===== src/rtl/sync_fifo_flags.sv =====
// ---------------------------------------------------------------------------
// sync_fifo_flags
//
// Single-clock first-word-fall-through FIFO that sits between repacketizer
// pipeline stages sharing one clock. It adds an occupancy count,
// almost-full/almost-empty thresholds, sticky overflow/underflow error
// flags and a synchronous flush.
//
// Handshake: a write is taken on a rising edge when enable_in=1 and
// full_in=0. A read is taken on a rising edge when enable_out=1 and
// empty_out=0. While empty_out=0, data_out already shows the head entry,
// so the consumer samples data_out in the same cycle that it raises
// enable_out. A request made against the wrong flag is dropped and sets
// the matching sticky error flag. flush=1 overrides both requests.
//
// Ports:
//   clk          single clock; all state changes on its rising edge
//   reset        asynchronous, active-high clear of pointers, count, flags
//   flush        synchronous clear of contents and error flags
//   data_in      write data
//   enable_in    write request
//   full_in      FIFO holds DEPTH entries
//   data_out     head entry; reads as 0 while empty_out=1
//   enable_out   read request; pops the head entry
//   empty_out    FIFO holds 0 entries
//   count        current occupancy, 0..DEPTH
//   almost_full  count >= AF_LEVEL
//   almost_empty count <= AE_LEVEL
//   overflow     sticky: write attempted while full
//   underflow    sticky: read attempted while empty
// ---------------------------------------------------------------------------
module sync_fifo_flags #(
    parameter int DATA_WIDTH = 8,
    parameter int FIFO_POWER = 4,
    parameter int AF_LEVEL   = (1 << FIFO_POWER) - 2,
    parameter int AE_LEVEL   = 2
) (
    input  logic                  clk,
    input  logic                  reset,
    input  logic                  flush,
    input  logic [DATA_WIDTH-1:0] data_in,
    input  logic                  enable_in,
    output logic                  full_in,
    output logic [DATA_WIDTH-1:0] data_out,
    input  logic                  enable_out,
    output logic                  empty_out,
    output logic [FIFO_POWER:0]   count,
    output logic                  almost_full,
    output logic                  almost_empty,
    output logic                  overflow,
    output logic                  underflow
);

    localparam int DEPTH = 1 << FIFO_POWER;

    localparam logic [FIFO_POWER:0]   CNT_DEPTH = (FIFO_POWER + 1)'(DEPTH);
    localparam logic [FIFO_POWER:0]   CNT_AF    = (FIFO_POWER + 1)'(AF_LEVEL);
    localparam logic [FIFO_POWER:0]   CNT_AE    = (FIFO_POWER + 1)'(AE_LEVEL);
    localparam logic [FIFO_POWER:0]   CNT_ONE   = (FIFO_POWER + 1)'(1);
    localparam logic [FIFO_POWER-1:0] PTR_ONE   = FIFO_POWER'(1);

    logic [DATA_WIDTH-1:0] mem [DEPTH];
    logic [FIFO_POWER-1:0] wr_ptr;
    logic [FIFO_POWER-1:0] rd_ptr;
    logic [FIFO_POWER:0]   count_next;
    logic                  wr_acc;
    logic                  rd_acc;

    // All flags decode from the registered count only, so no request input
    // ever reaches a flag combinationally.
    assign full_in      = (count == CNT_DEPTH);
    assign empty_out    = (count == '0);
    assign almost_full  = (count >= CNT_AF);
    assign almost_empty = (count <= CNT_AE);

    // Acceptance uses the pre-edge flags: when full, a simultaneous read
    // still cannot make room for the write in the same cycle (and vice
    // versa when empty).
    assign wr_acc = enable_in  & ~full_in   & ~flush;
    assign rd_acc = enable_out & ~empty_out & ~flush;

    // Head is forced to zero while empty so stale array contents never leak
    // out, including right after an asynchronous reset.
    assign data_out = empty_out ? '0 : mem[rd_ptr];

    always_comb begin
        count_next = count;
        case ({wr_acc, rd_acc})
            2'b10:   count_next = count + CNT_ONE;
            2'b01:   count_next = count - CNT_ONE;
            default: count_next = count;
        endcase
    end

    // Storage array is deliberately left without reset.
    always_ff @(posedge clk) begin
        if (wr_acc) begin
            mem[wr_ptr] <= data_in;
        end
    end

    always_ff @(posedge clk or posedge reset) begin
        if (reset) begin
            wr_ptr    <= '0;
            rd_ptr    <= '0;
            count     <= '0;
            overflow  <= 1'b0;
            underflow <= 1'b0;
        end else if (flush) begin
            wr_ptr    <= '0;
            rd_ptr    <= '0;
            count     <= '0;
            overflow  <= 1'b0;
            underflow <= 1'b0;
        end else begin
            if (wr_acc) begin
                wr_ptr <= wr_ptr + PTR_ONE;
            end
            if (rd_acc) begin
                rd_ptr <= rd_ptr + PTR_ONE;
            end
            count <= count_next;
            if (enable_in & full_in) begin
                overflow <= 1'b1;
            end
            if (enable_out & empty_out) begin
                underflow <= 1'b1;
            end
        end
    end

endmodule


===== config.mk =====
export PLATFORM = sky130hd
export DESIGN_NAME = sync_fifo_flags
export DESIGN_NICKNAME = d
export VERILOG_FILES = /design/src/rtl/sync_fifo_flags.sv
export SDC_FILE = /design/constraint.sdc
export NUM_CORES = 1
export LEC_CHECK = 0
export ABC_CLOCK_PERIOD_IN_PS = 3600
export CAP_MARGIN = 20
export CORE_MARGIN = 2
export CORE_UTILIZATION = 59
export CTS_CLUSTER_DIAMETER = 50
export DETAILED_ROUTE_END_ITERATION = 8
export HOLD_SLACK_MARGIN = 0.15
export PLACE_DENSITY_LB_ADDON = 0.15
export SYNTH_ARGS = -nofsm -noshare
export SYNTH_HDL_FRONTEND = slang
export SYNTH_SLANG_ARGS = --single-unit

===== constraint.sdc =====
create_clock -name clk -period 3.6 [get_ports clk]
set_clock_uncertainty 0.15 [all_clocks]
set_input_delay 1.08 -clock clk [delete_from_list [all_inputs] [get_ports clk]]
set_output_delay 1.08 -clock clk [all_outputs]
set_load 0.005 [all_outputs]

# == Yosys cells after proc, flatten, opt, wreduce, memory -nomap -nowiden ==
# Memory sizes are Yosys's and may differ from the RTL's.
# Index checks and enable logic that the tools add are counted.
# W data, S select, Z words.
# op_classes
reduce_logical,6
n_div,0
n_shift,0
n_addsub,4
n_lt_le_gt_ge,2
mux,13
n_mul,0
bitwise_logic,9
n_eq_ne,3
# op_table
operator,n
$mux W4,4
$pmux W5 S2,1
$add A4 B1 Y4 const B,2
$mux W8,1
$reduce_bool A2 Y1,4
$and A1 B1 Y1,6
$mux W1,6
$add A5 B1 Y5 const B,1
$eq A5 B5 Y1 const B,1
$ge A5 B4 Y1 const B,1
$le A5 B2 Y1 const B,1
$logic_not A5 Y1,1
$mux W5,1
$sub A5 B1 Y5 const B,1
$not A1 Y1,3
$reduce_bool A3 Y1,1
$eq A2 B1 Y1 const B,1
$eq A2 B2 Y1 const B,1
# totals
inputBits,13
reg_bits,15
out_inout_bits,19
mem_bits_rw,128
latchBits,0
mem_bits_ro,0
wordCells,43
n_memories,1
# mem_list
name,depth,word_bits,rd,rd_ports_with_merged_regs,wr,line_no,source
mem,16,8,1,0,1,62,logic [DATA_WIDTH-1:0] mem [DEPTH];

# == Depth between registers and ports, before layout ==
# depth
ltp_word,7
depth_mapped,9
mapped_depth_nobuf,8

# == Least setup slack after synthesis ==
# No wires, ideal clock.
# synth_timing
path_kind,input-to-reg
from,input flush
to,register count[4]
required_time_ns,3.379
setup_ns,0.071
cell_stages,8
path_buffers,0
setup_slack_ns,0.295
arrival_time_ns,3.085
path_cell_list,or3b_2 > mux2i_1 > xor2_1 > ha_1 > a31oi_1 > or3_1 > or4_1 > nand4_1
# synth_via
elab_chain_cells,5
# synth_rtl
item,line_no,source
start: declaration,40,"input logic flush,"
$not A1 Y1,"79, 80",
"$and A1 B1 Y1, on equally long branches","80, 79",
$eq A2 B1 Y1 / $eq A2 B2 Y1 (equally long branches),88,"case ({wr_acc, rd_acc})"
$pmux W5 S2,88,
$mux W5,109,end else if (flush) begin
end signal: assignment,122,count <= count_next;
end: declaration,47,"output logic [FIFO_POWER:0] count,"
# Several ways; a longest one is shown, not always the timed one.
# A chain may end at the register's enable or synchronous reset.

# == Worst setup path after layout ==
# layout_timing
from,register rd_ptr[0]
to,output data_out[0]
# layout_via
elab_chain_cells,2
# layout_rtl
item,line_no,source
start: declaration,64,logic [FIFO_POWER-1:0] rd_ptr;
start signal: assignment,120,rd_ptr <= rd_ptr + PTR_ONE;
$mem_v2 Z16 W8,n/a,
$mux W8,84,assign data_out = empty_out ? '0 : mem[rd_ptr];
end: declaration,44,"output logic [DATA_WIDTH-1:0] data_out,"
# Every way passes these cells.

==> results.py <==
metrics = {
    "run_status": {
        "status": "finished, violations left",
        "violations": "negative setup slack",
    },
    "detailed_routing": {
        "drt-met1-wl_mm": 5.40,
        "drtIter0Drc": 323,
        "highest_layer": "met4",
        "drtAntennaViolNets": 0,
        "drc": 0,
        "vias_per_cell": 6.19,
        "wl_met2_mm": 6.66,
        "vias": 3507,
        "first_pass_iters": 5,
        "wl_mm": 13.2,
        "detail_route.wl_per_cell_um": 23.3,
        "route.met3.wl_um": 944,
    },
    "die": {
        "core_mm2": 0.00986,
        "start_util": 0.613,
        "io_pins": 32,
        "num_rows": 36,
        "dieArea_mm2": 0.0111,
        "die_w_um": 105,
        "die_height_um": 105,
    },
    "setup_path": {
        "worst-setup-path-type": "reg -> out",
        "crit_top_cell": "buf_12",
        "path_delay_family": "multiplexers",
        "worstPathRequired_ps": 2370,
        "r2r_cells": 9,
        "cp_cell_sequence": "buf_12, buf_12, mux4_2, mux2i_1, o22ai_2, clkdlybuf4s15_1",
        "cp_num_cells": 6,
        "arrival_ps": 2400,
        "path_buf_inv": 3,
        "worst_setup_path_start_kind": "flip-flop",
        "slowest_stage": "mux4_2",
        "critPathMaxStageDelay_ps": 500,
        "cp-end-kind": "output pin",
        "cp_max_fo": 6,
    },
    "clock_network": {
        "cts_num_sinks": 143,
        "h-tree-depth": 4,
        "clock_latency_ps": 530,
        "cts_hold_buf": 0,
        "cts_buffer_depth": 2,
        "cts_buffers": 17,
        "path_clk_slew_ps": 60,
        "cts_tree": "built",
        "root_buffer": "clkbuf_8",
    },
    "sta": {
        "rsz0062_at_grt": "yes",
        "timing.final.crit_period_ps": 3630,
        "slew_headroom": 0.585,
        "fmax_mhz": 276,
        "setup_ws_ps": -26.8,
        "hold_viol": 0,
        "period_share": 1.01,
        "maxSlewViolCount": 0,
        "setup_violations": 1,
        "tightest_slew_ps": 620,
    },
    "grt": {
        "grt_usage": 0.249,
        "antenna_found_initial": 0,
        "grt_start_max_net_pins": 29,
        "grt_pass1_wl_mm": 19.8,
        "grt_pass1_vias": 3487,
        "overflow": 0,
    },
    "layout": {
        "register_area_mm2": 0.00422,
        "post-route-util": 0.770,
        "syn_to_final_growth_pct": 25.5,
        "multi_input_area_mm2": 0.00181,
        "drive_above_1_share": 0.332,
        "nets": 441,
        "diodes": 0,
        "fill_cells": 525,
    },
    "yosys": {
        "synth.top_cell.area_share": 0.635,
        "synth-edff-count": 128,
        "synth_cells": 341,
        "synthTopCellsByCount": "edfxtp_1, mux4_2, mux2i_1, nor2_1, dfrtp_1",
        "async_flop_share": 0.105,
        "yosysWarnings": 0,
        "yosysSeqAreaShare": 0.698,
        "synth_most_common_cell": "edfxtp_1",
        "ys_top_cells_by_area": "edfxtp_1, mux4_2, dfrtp_1",
        "synthesis.nets": 361,
        "synth_area_leader_cell": "edfxtp_1",
        "synth_cell_types": 45,
        "syn_avg_cell_area_um2": 17.7,
        "synth_area_mm2": 0.00605,
        "synth-seq-cells": 143,
        "synth_ff_type": "edfxtp_1",
    },
    "worst_hold_path": {
        "hold_path.class": "reg -> reg",
        "hold_depth": 2,
    },
    "job": {
        "drv_cap": 0,
    },
    "power_and_ir_drop": {
        "switching_share": 0.273,
        "pwr-share-comb": 0.331,
        "p_seq_frac": 0.356,
        "p_switching_w": 0.00148,
        "intPower_w": 0.00392,
        "ir_drop_mv": 0.472,
        "p_per_area_mw_per_mm2": 711,
        "clock_power_share": 0.313,
        "p_leak_nw": 2.62,
        "finalPower_w": 0.00540,
    },
    "placed_design": {
        "placement.io_buffers": 31,
        "gp_congestion": 0.839,
        "preCtsSetupSlack_ps": -105,
        "hpwlAfterDp_mm": 7.53,
    },
}
==> sequential cells by signal, summed over array words and instances (netlist names) <==
name	cells
count	5
underflow	1
overflow	1
mem	128
rd_ptr	4
wr_ptr	4
==> power by group through the flow <==
stage,logic (W),registers (W),clock network (W)
floorplan,0.000870,0.00195,0
CTS,0.00170,0.00191,0.00170
global placement,0.00139,0.00196,0
finish,0.00179,0.00192,0.00169
detailed placement,0.00141,0.00196,0
global route,0.00190,0.00193,0.00177
==> per-layer routing <==
metal / vias up / global-route usage
met2: 161 / 0.401
met4: 0 / 0.0790
met1: 1804 / 0.336
met5: - / 0
li1: 1527 / -
met3: 15 / 0.0680
==> final cells by class <==
type / count / share of cell area
Clock buffer: 20 / 0.0560
Clock inverter: 12 / 0.0190
Inverter: 5 / 0.00247
Multi-Input combinational cell: 171 / 0.238
Sequential cell: 143 / 0.556
Tap cell: 133 / 0.0219
Timing Repair Buffer: 83 / 0.107
==> worst register-to-register path, delay by kind of cell (launching register included) <==
kind | cells | cell delay, ps
flip-flops | 1 | 380
multiplexers | 1 | 190
AO/OA/AOI/OAI | 1 | 110
adder cells (fa/ha/maj) | 1 | 290
AND/OR/NAND/NOR | 4 | 1310
buffers and inverters | 2 | 350
==> cell families after synthesis <==
kind of cell | count (synthesis) | synth area share
AO/OA/AOI/OAI | 34 | 0.0362
adder cells (fa/ha/maj) | 7 | 0.0145
buffers and inverters | 27 | 0.0205
XOR/XNOR | 8 | 0.0116
multiplexers | 56 | 0.159
flip-flops | 143 | 0.698
AND/OR/NAND/NOR | 66 | 0.0602
==> repair_timing <==
action,in CTS,in global routing
buffers inserted,11,6
gates resized for setup,32,19
hold endpoints to repair,0,0
pin swaps,4,5
cloned,2,0
setup endpoints to repair,8,9
==> layout by cell type (no fill, tap or decap), types with 6 or more instances in the layout <==
master | Yosys | layout
a21oi_1 | 7 | 7
and3_1 | 6 | 6
buf_12 | 0 | 6
buf_4 | 0 | 39
clkbuf_16 | 0 | 16
clkdlybuf4s50_1 | 0 | 23
dfrtp_1 | 15 | 14
edfxtp_1 | 128 | 128
ha_1 | 7 | 7
mux2i_1 | 21 | 11
mux2i_2 | 0 | 8
mux4_2 | 32 | 32
nand2_1 | 7 | 7
nor2_1 | 21 | 19
nor3_1 | 6 | 6
==> metrics by stage <==
stage / cells / area [um^2] / setup TNS (ps) / hold slack [ps]
finish: 567 / 7590 / -26.8 / 349
floorplan: 341 / 6050 / 0 / 336
global placement: 517 / 6710 / -48.0 / 334
detailed placement: 517 / 6710 / -105 / 340
CTS: 562 / 7500 / -460 / 359
global route: 567 / 7590 / -182 / 381
==> final timing paths <==
check | from | endpoint | slack [ps]
setup / recovery | rd_ptr[0]$_DFFE_PP0P_ | data_out[0] | -30
hold / removal | underflow$_DFFE_PP0P_ | underflow$_DFFE_PP0P_ | 350
setup reg to reg | count[3]$_DFFE_PP0P_ | count[4]$_DFFE_PP0P_ | 740
hold reg to reg | underflow$_DFFE_PP0P_ | underflow$_DFFE_PP0P_ | 350
max in group asynchronous | reset | rd_ptr[0]$_DFFE_PP0P_ | 2110
min in group asynchronous | reset | wr_ptr[0]$_DFFE_PP0P_ | 770
Note: power is estimated with default switching activity, not from simulation.
